**src/rtl/uart_fifo_core.sv**
```systemverilog
// uart_fifo_core
//   Full-duplex UART with a TX FIFO in front of the transmitter and an RX FIFO
//   behind the receiver. Frame: start, DATA_WIDTH data bits LSB first,
//   optional parity, one or two stop bits. Each line bit lasts
//   DIV = IN_CLK / BAUD_RATE clock cycles.
//
// Ports
//   pi_clk, pi_rst            clock, synchronous active-high reset
//   pi_stop_bits              0: one stop bit, 1: two (TX only; RX checks one)
//   pi_parity_mode            00/11 none, 01 even, 10 odd
//   pi_t_data/pi_t_valid/po_t_ready   TX FIFO write side
//   po_ut_data                serial TX line (idle high, registered)
//   pi_ur_data                serial RX line (asynchronous)
//   po_r_data/po_r_valid/pi_r_ready   RX FIFO read side (first-word-fall-through)
//   po_tx_count, po_rx_count  FIFO occupancies 0..FIFO_DEPTH
//   po_tx_busy                transmitter not idle
//   po_parity_err, po_frame_err, po_overrun_err   sticky flags, pi_err_clr clears
//   po_tx_state, po_rx_state  FSM state for observation
//
// Handshakes: a transfer happens on a rising edge where valid and ready are
// both high; ready never depends on valid, and data is only meaningful while
// valid is high.

module uart_fifo_core #(
   parameter int DATA_WIDTH = 8,
   parameter int IN_CLK     = 10000000,
   parameter int BAUD_RATE  = 115200,
   parameter int FIFO_DEPTH = 16
) (
   input  logic                          pi_clk,
   input  logic                          pi_rst,
   input  logic                          pi_stop_bits,
   input  logic [1:0]                    pi_parity_mode,
   input  logic [DATA_WIDTH-1:0]         pi_t_data,
   input  logic                          pi_t_valid,
   output logic                          po_t_ready,
   output logic                          po_ut_data,
   input  logic                          pi_ur_data,
   output logic [DATA_WIDTH-1:0]         po_r_data,
   output logic                          po_r_valid,
   input  logic                          pi_r_ready,
   output logic [$clog2(FIFO_DEPTH):0]   po_tx_count,
   output logic [$clog2(FIFO_DEPTH):0]   po_rx_count,
   output logic                          po_tx_busy,
   output logic                          po_parity_err,
   output logic                          po_frame_err,
   output logic                          po_overrun_err,
   input  logic                          pi_err_clr,
   output logic [2:0]                    po_tx_state,
   output logic [2:0]                    po_rx_state
);

   localparam int DIV   = IN_CLK / BAUD_RATE;
   localparam int HALF  = DIV / 2;
   localparam int CNT_W = (DIV > 1) ? $clog2(DIV) : 1;
   localparam int AW    = $clog2(FIFO_DEPTH);
   localparam int CW    = AW + 1;
   localparam int BW    = $clog2(DATA_WIDTH + 1);

   localparam logic [CNT_W-1:0] DIV_LAST  = CNT_W'(DIV - 1);
   localparam logic [CNT_W-1:0] HALF_LAST = CNT_W'(HALF - 1);
   localparam logic [BW-1:0]    BIT_LAST  = BW'(DATA_WIDTH - 1);
   localparam logic [CW-1:0]    DEPTH_C   = CW'(FIFO_DEPTH);

   typedef enum logic [2:0] {TX_IDLE, TX_START, TX_DATA, TX_PARITY, TX_STOP} tx_state_t;
   typedef enum logic [2:0] {RX_IDLE, RX_START_CHK, RX_DATA, RX_PARITY, RX_STOP} rx_state_t;

   // ---------------------------------------------------------------- TX FIFO
   logic [DATA_WIDTH-1:0] tx_mem [FIFO_DEPTH];
   logic [AW-1:0]         tx_wr, tx_rd;
   logic [CW-1:0]         tx_cnt;
   logic                  tx_push, tx_pop;
   logic [DATA_WIDTH-1:0] tx_head;

   assign po_t_ready  = (tx_cnt != DEPTH_C);
   // Fullness is judged on the registered count, so a pop in the same cycle
   // does not make room for a push.
   assign tx_push     = pi_t_valid && po_t_ready;
   assign tx_head     = tx_mem[tx_rd];
   assign po_tx_count = tx_cnt;

   always_ff @(posedge pi_clk) begin
      if (tx_push) tx_mem[tx_wr] <= pi_t_data;
   end

   always_ff @(posedge pi_clk) begin
      if (pi_rst) begin
         tx_wr  <= '0;
         tx_rd  <= '0;
         tx_cnt <= '0;
      end else begin
         if (tx_push) tx_wr <= tx_wr + AW'(1);
         if (tx_pop)  tx_rd <= tx_rd + AW'(1);
         tx_cnt <= tx_cnt + CW'(tx_push) - CW'(tx_pop);
      end
   end

   // ---------------------------------------------------------------- TX FSM
   tx_state_t             tx_state;
   logic [CNT_W-1:0]      tx_bcnt;
   logic [BW-1:0]         tx_bit;
   logic [DATA_WIDTH-1:0] tx_shift;
   logic                  tx_par_en, tx_par_bit, tx_two_stop, tx_stop_idx;
   logic                  tx_line;
   logic                  tx_frame_end;

   assign tx_frame_end = (tx_state == TX_STOP) && (tx_bcnt == DIV_LAST) &&
                         (tx_stop_idx || !tx_two_stop);
   // A new frame starts from IDLE, or straight out of the last stop bit.
   assign tx_pop = (tx_cnt != '0) && ((tx_state == TX_IDLE) || tx_frame_end);

   always_ff @(posedge pi_clk) begin
      if (pi_rst) begin
         tx_state    <= TX_IDLE;
         tx_bcnt     <= '0;
         tx_bit      <= '0;
         tx_shift    <= '0;
         tx_par_en   <= 1'b0;
         tx_par_bit  <= 1'b0;
         tx_two_stop <= 1'b0;
         tx_stop_idx <= 1'b0;
         tx_line     <= 1'b1;
      end else begin
         case (tx_state)
            TX_IDLE: ;
            TX_START: begin
               if (tx_bcnt == DIV_LAST) begin
                  tx_bcnt  <= '0;
                  tx_bit   <= '0;
                  tx_line  <= tx_shift[0];
                  tx_state <= TX_DATA;
               end else begin
                  tx_bcnt <= tx_bcnt + CNT_W'(1);
               end
            end
            TX_DATA: begin
               if (tx_bcnt == DIV_LAST) begin
                  tx_bcnt <= '0;
                  if (tx_bit == BIT_LAST) begin
                     if (tx_par_en) begin
                        tx_line  <= tx_par_bit;
                        tx_state <= TX_PARITY;
                     end else begin
                        tx_line     <= 1'b1;
                        tx_stop_idx <= 1'b0;
                        tx_state    <= TX_STOP;
                     end
                  end else begin
                     tx_bit   <= tx_bit + BW'(1);
                     tx_shift <= tx_shift >> 1;
                     tx_line  <= tx_shift[1];
                  end
               end else begin
                  tx_bcnt <= tx_bcnt + CNT_W'(1);
               end
            end
            TX_PARITY: begin
               if (tx_bcnt == DIV_LAST) begin
                  tx_bcnt     <= '0;
                  tx_line     <= 1'b1;
                  tx_stop_idx <= 1'b0;
                  tx_state    <= TX_STOP;
               end else begin
                  tx_bcnt <= tx_bcnt + CNT_W'(1);
               end
            end
            TX_STOP: begin
               if (tx_bcnt == DIV_LAST) begin
                  tx_bcnt <= '0;
                  if (tx_frame_end) tx_state    <= TX_IDLE;
                  else              tx_stop_idx <= 1'b1;
               end else begin
                  tx_bcnt <= tx_bcnt + CNT_W'(1);
               end
            end
            default: tx_state <= TX_IDLE;
         endcase

         // Frame start overrides the transitions above; frame settings are
         // captured here so mid-frame changes cannot affect this frame.
         if (tx_pop) begin
            tx_state    <= TX_START;
            tx_bcnt     <= '0;
            tx_line     <= 1'b0;
            tx_shift    <= tx_head;
            tx_par_en   <= (pi_parity_mode == 2'b01) || (pi_parity_mode == 2'b10);
            tx_par_bit  <= (^tx_head) ^ (pi_parity_mode == 2'b10);
            tx_two_stop <= pi_stop_bits;
         end
      end
   end

   assign po_ut_data  = tx_line;
   assign po_tx_busy  = (tx_state != TX_IDLE);
   assign po_tx_state = tx_state;

   // ---------------------------------------------------------------- RX sync
   logic rx_s1, rx_s2, rx_prev;

   always_ff @(posedge pi_clk) begin
      if (pi_rst) begin
         rx_s1   <= 1'b1;
         rx_s2   <= 1'b1;
         rx_prev <= 1'b1;
      end else begin
         rx_s1   <= pi_ur_data;
         rx_s2   <= rx_s1;
         rx_prev <= rx_s2;
      end
   end

   // ---------------------------------------------------------------- RX FIFO
   logic [DATA_WIDTH-1:0] rx_mem [FIFO_DEPTH];
   logic [AW-1:0]         rx_wr, rx_rd;
   logic [CW-1:0]         rx_cnt;
   logic                  rx_push, rx_pop, rx_full;
   logic [DATA_WIDTH-1:0] rx_shift;

   assign rx_full     = (rx_cnt == DEPTH_C);
   assign po_r_valid  = (rx_cnt != '0);
   assign po_r_data   = po_r_valid ? rx_mem[rx_rd] : '0;
   assign rx_pop      = pi_r_ready && po_r_valid;
   assign po_rx_count = rx_cnt;

   always_ff @(posedge pi_clk) begin
      if (rx_push) rx_mem[rx_wr] <= rx_shift;
   end

   always_ff @(posedge pi_clk) begin
      if (pi_rst) begin
         rx_wr  <= '0;
         rx_rd  <= '0;
         rx_cnt <= '0;
      end else begin
         if (rx_push) rx_wr <= rx_wr + AW'(1);
         if (rx_pop)  rx_rd <= rx_rd + AW'(1);
         rx_cnt <= rx_cnt + CW'(rx_push) - CW'(rx_pop);
      end
   end

   // ---------------------------------------------------------------- RX FSM
   rx_state_t        rx_state;
   logic [CNT_W-1:0] rx_bcnt;
   logic [BW-1:0]    rx_bit;
   logic             rx_par_en, rx_par_odd;
   logic             rx_sample, rx_stop_done;
   logic             parity_set, frame_set, overrun_set;

   assign rx_sample    = (rx_bcnt == DIV_LAST);
   assign rx_stop_done = (rx_state == RX_STOP) && rx_sample;
   assign rx_push      = rx_stop_done && !rx_full;
   assign overrun_set  = rx_stop_done && rx_full;
   assign frame_set    = rx_stop_done && !rx_s2;
   assign parity_set   = (rx_state == RX_PARITY) && rx_sample &&
                         (rx_s2 != ((^rx_shift) ^ rx_par_odd));

   always_ff @(posedge pi_clk) begin
      if (pi_rst) begin
         rx_state   <= RX_IDLE;
         rx_bcnt    <= '0;
         rx_bit     <= '0;
         rx_shift   <= '0;
         rx_par_en  <= 1'b0;
         rx_par_odd <= 1'b0;
      end else begin
         case (rx_state)
            // Arming needs a high-to-low transition of the synchronized line,
            // so after a frame error with the line held low nothing restarts
            // until the line has been seen high again.
            RX_IDLE: begin
               if (rx_prev && !rx_s2) begin
                  rx_state   <= RX_START_CHK;
                  rx_bcnt    <= '0;
                  rx_par_en  <= (pi_parity_mode == 2'b01) || (pi_parity_mode == 2'b10);
                  rx_par_odd <= (pi_parity_mode == 2'b10);
               end
            end
            RX_START_CHK: begin
               if (rx_bcnt == HALF_LAST) begin
                  rx_bcnt  <= '0;
                  rx_bit   <= '0;
                  rx_state <= rx_s2 ? RX_IDLE : RX_DATA;
               end else begin
                  rx_bcnt <= rx_bcnt + CNT_W'(1);
               end
            end
            RX_DATA: begin
               if (rx_sample) begin
                  rx_bcnt  <= '0;
                  rx_shift <= {rx_s2, rx_shift[DATA_WIDTH-1:1]};
                  if (rx_bit == BIT_LAST) rx_state <= rx_par_en ? RX_PARITY : RX_STOP;
                  else                    rx_bit   <= rx_bit + BW'(1);
               end else begin
                  rx_bcnt <= rx_bcnt + CNT_W'(1);
               end
            end
            RX_PARITY: begin
               if (rx_sample) begin
                  rx_bcnt  <= '0;
                  rx_state <= RX_STOP;
               end else begin
                  rx_bcnt <= rx_bcnt + CNT_W'(1);
               end
            end
            RX_STOP: begin
               if (rx_sample) begin
                  rx_bcnt  <= '0;
                  rx_state <= RX_IDLE;
               end else begin
                  rx_bcnt <= rx_bcnt + CNT_W'(1);
               end
            end
            default: rx_state <= RX_IDLE;
         endcase
      end
   end

   assign po_rx_state = rx_state;

   // ---------------------------------------------------------------- errors
   // Clear first, then set, so a new error in the clear cycle survives.
   always_ff @(posedge pi_clk) begin
      if (pi_rst) begin
         po_parity_err  <= 1'b0;
         po_frame_err   <= 1'b0;
         po_overrun_err <= 1'b0;
      end else begin
         if (pi_err_clr) begin
            po_parity_err  <= 1'b0;
            po_frame_err   <= 1'b0;
            po_overrun_err <= 1'b0;
         end
         if (parity_set)  po_parity_err  <= 1'b1;
         if (frame_set)   po_frame_err   <= 1'b1;
         if (overrun_set) po_overrun_err <= 1'b1;
      end
   end

endmodule

```
**config.mk**
```make
export PLATFORM = sky130hd
export DESIGN_NAME = uart_fifo_core
export DESIGN_NICKNAME = d
export VERILOG_FILES = /design/src/rtl/uart_fifo_core.sv
export SDC_FILE = /design/constraint.sdc
export NUM_CORES = 1
export LEC_CHECK = 0
export CORE_MARGIN = 3
export CORE_UTILIZATION = 49
export CTS_BUF_LIST = sky130_fd_sc_hd__clkbuf_2 sky130_fd_sc_hd__clkbuf_4 sky130_fd_sc_hd__clkbuf_8
export CTS_CLUSTER_SIZE = 40
export DETAILED_ROUTE_END_ITERATION = 10
export HOLD_SLACK_MARGIN = 0.12
export PLACE_DENSITY = 0.71
export SYNTH_ARGS = -nofsm -noshare
export SYNTH_HDL_FRONTEND = slang
export SYNTH_SLANG_ARGS = --single-unit
```
**constraint.sdc**
```tcl
create_clock -name pi_clk -period 4.7 [get_ports pi_clk]
set_input_delay 0.94 -clock pi_clk [delete_from_list [all_inputs] [get_ports pi_clk]]
set_output_delay 0.94 -clock pi_clk [all_outputs]
set_load 0.02 [all_outputs]
```
==> results.cfg <==
[yosys]
synthArstFlopShare_pct = 0
synth_top_area_cell = edfxtp_1
synth_simple_gate_area_share_pct = 7.82
synthXorXnorAreaFrac_pct = 3.17
synthDistinctLibCells = 49
synth_nets = 970
synthAdderAreaFrac_pct = 2.91
synth_area_leaders = edfxtp_1 54%, dfxtp_1 13%, mux4_2 9.6%
synth_top_family_by_area = multiplexers
syn_inst = 921
synth_seq_area_share_pct = 66.7
synthMuxAreaShare_pct = 13.2
yosys.area.top_type_share_pct = 53.9
synthFlopType = edfxtp_1
synth_compound_area_share_pct = 3.88
syn_area_sq_um = 14300
ys_warn_count = 0
synth_edf_count = 256
ys_ff_latch = 347
avgSynthCellArea_sq_um = 15.5

[layout]
antenna_cells = 0
fill_cells = 2240
drive_gt1_share_pct = 16.6
layout.nets = 1040
syn_to_final_growth_pct = 13.3
final_core_util_pct = 57.2
final_area_sq_um = 16200

[pwr]
p_switching_mw = 2.22
power_leakage_nw = 5.39
power_density_nw_per_um2 = 493
p_int_mw = 5.74
p_comb_share_pct = 25.0
seq_power_share_pct = 44.8
switching_share_pct = 27.9
share_clk_of_total_power_pct = 30.3
ir_drop_v = 0.000348

[global_route]
antenna_found_initial = 0
grtUsageMet1_pct = 22.4
grt_use_met3_pct = 2.84
grt_pass1_wl_um = 42300
grt_util_met2_pct = 30.0
grt-ovfl-total = 0
grt_start_max_net_pins = 39
grt_pass1_vias = 7832
grt_usage_pct = 17.2
busiest_layer = met2

[die]
dieArea_sq_um = 31200
num_io_pins = 48
die_x_um = 177
dieHeight_um = 177
initial_core_util_pct = 50.5
rows = 61
fp.coreArea_sq_um = 28200

[timing]
slew_violations = 0
setup_viol = 0
min_period_over_period_pct = 83.5
clock_skew_ns = 0.0257
fmax_mhz = 255
fin_ws_ns = 0.774
whs_ns = 0.410
rsz0062_at_grt = no
period_minus_slack_ns = 3.93
worstMarginPinSlew_ns = 0.990
slew_headroom_pct = 33.7
finalHoldViolCount = 0
fin_setup_tns_ns = 0

[worst_setup_path]
reg2reg_slack_ns = 1.19
cpMaxStageDelayCell = mux4_2
crit_path_max_fanout = 16
cp.required_ns = 3.76
start_kind = flop
crit_arrival_ns = 2.99
critPathCaptureType = output port
reg2reg_depth = 15
path_cells = buf_4 -> mux4_2 -> mux4_2 -> and2_1 -> clkdlybuf4s50_1
slowest_delay_ns = 0.58
path_common_cell = mux4_2
path_depth = 5
worst-path-buf-inv = 2
crit_family = multiplexers
rr_endpoint = po_tx_count[4]$_SDFF_PP0_
critPathCapture = po_r_data[7]
worstSetupPathType = reg2out
r2r_start = tx_bcnt[1]$_SDFFE_PP0P_

[placed_design]
place_congestion = 0.776
place_area_sq_um = 15100
dp_hpwl_um = 17000
port-buffer-count = 47
pre_cts_ws_ns = 1.22

[status]
status = completed

[clock_tree]
cts.sinks = 347
htreeDepth = 2
clock_path_buffers = 3
path_clk_slew_ns = 0.06
holdBufCountCts = 0
numCtsBuffers = 55
post-cts-setup-buffer-count = 0
cts-root-buf = clkbuf_8
cts_tree = yes
insertion_delay_ns = 0.58
ctsResizeCount = 0

[drt]
dr.pass1.iters = 4
viasPerCell = 5.42
drt_iter0_drc = 394
wl_per_cell_um = 18.4
drt_wl_total_um = 26000
drc_errors = 0
vias = 7641
ant_nets = 0

[worst_hold_path]
hp-class = reg2reg

[job]
cap_violations = 0
==> cell usage in the layout (no fill, tap or decap), drive strengths merged, types with 11 or more instances in the layout <==
cell type / count
edfxtp: 256
dfxtp: 91
nand3: 18
inv: 31
clkdlybuf4s50: 46
ha: 30
o21ai: 21
clkbuf: 74
nor3: 15
buf: 11
xor2: 21
mux2i: 11
clkinv: 24
a21oi: 36
nor2: 98
xnor2: 22
mux4: 76
nand2: 49
==> stage by stage <==
stage / total power, mW / cells
after CTS: 8.07 / 1411
after detailed placement: 5.64 / 1312
after global placement: 5.62 / 1312
final: 7.96 / 1411
after global routing: 8.40 / 1411
after floorplan: 5.10 / 921
==> cell usage after synthesis, types with 15 or more instances <==
cell      count
xnor2_1      21
mux4_1       15
o21ai_0      21
nor2_1       98
mux4_2       61
inv_1        30
nand3_1      18
edfxtp_1    256
dfxtp_1      91
nand2_1      49
xor2_1       21
nor3_1       15
ha_1         30
a21oi_1      36
clkbuf_1     31
==> layout make-up <==
type	instances	area, sq um	share of cell area [%]
Clock inverter	25	128	0.790
Timing Repair Buffer	57	541	3.34
Tap cell	378	473	2.93
Sequential cell	347	9510	58.9
Clock buffer	74	931	5.76
Multi-Input combinational cell	499	4460	27.6
Inverter	31	116	0.720
==> worst min-delay path by stage <==
stage                     startpoint          endpoint  slack (ns)  cells past startpoint
floorplan           rx_s1$_SDFF_PP1_  rx_s2$_SDFF_PP1_        0.39                      1
global placement    rx_s1$_SDFF_PP1_  rx_s2$_SDFF_PP1_        0.39                      1
detailed placement  rx_s1$_SDFF_PP1_  rx_s2$_SDFF_PP1_        0.40                      1
CTS                 rx_s1$_SDFF_PP1_  rx_s2$_SDFF_PP1_        0.41                      1
global route        rx_s1$_SDFF_PP1_  rx_s2$_SDFF_PP1_        0.42                      1
finish              rx_s1$_SDFF_PP1_  rx_s2$_SDFF_PP1_        0.41                      1
==> logic make-up after synthesis <==
| kind of cell | Yosys count |
|---|---|
| AOI/OAI and AO/OA | 93 |
| xor gates and xnor gates | 46 |
| adders and majority gates | 32 |
| buffers and inverters | 75 |
| DFF | 347 |
| muxes | 88 |
| and+or+nand+nor | 240 |
==> state kept, by name, indices dropped and copies added (netlist names), 5 cells and up, named ones only <==
signal,flops
tx_shift,8
po_rx_count,5
tx_bcnt,7
tx_mem,128
rx_shift,8
rx_bcnt,7
po_tx_count,5
rx_mem,128
==> metal layers <==
metal,vias up,routed length (um)
li1,3633,-
met1,3835,11200
met2,129,13400
met3,44,908
met4,0,454
met5,-,0
==> power by group through the flow <==
stage,Combinational (mW),Sequential [mW],Clock (mW)
floorplan,1.48,3.62,0
global placement,1.99,3.63,0
detailed placement,2.02,3.63,0
CTS,2.03,3.57,2.48
global route,2.19,3.59,2.62
finish,1.99,3.56,2.41
Note: power is estimated with default switching activity, not from simulation.
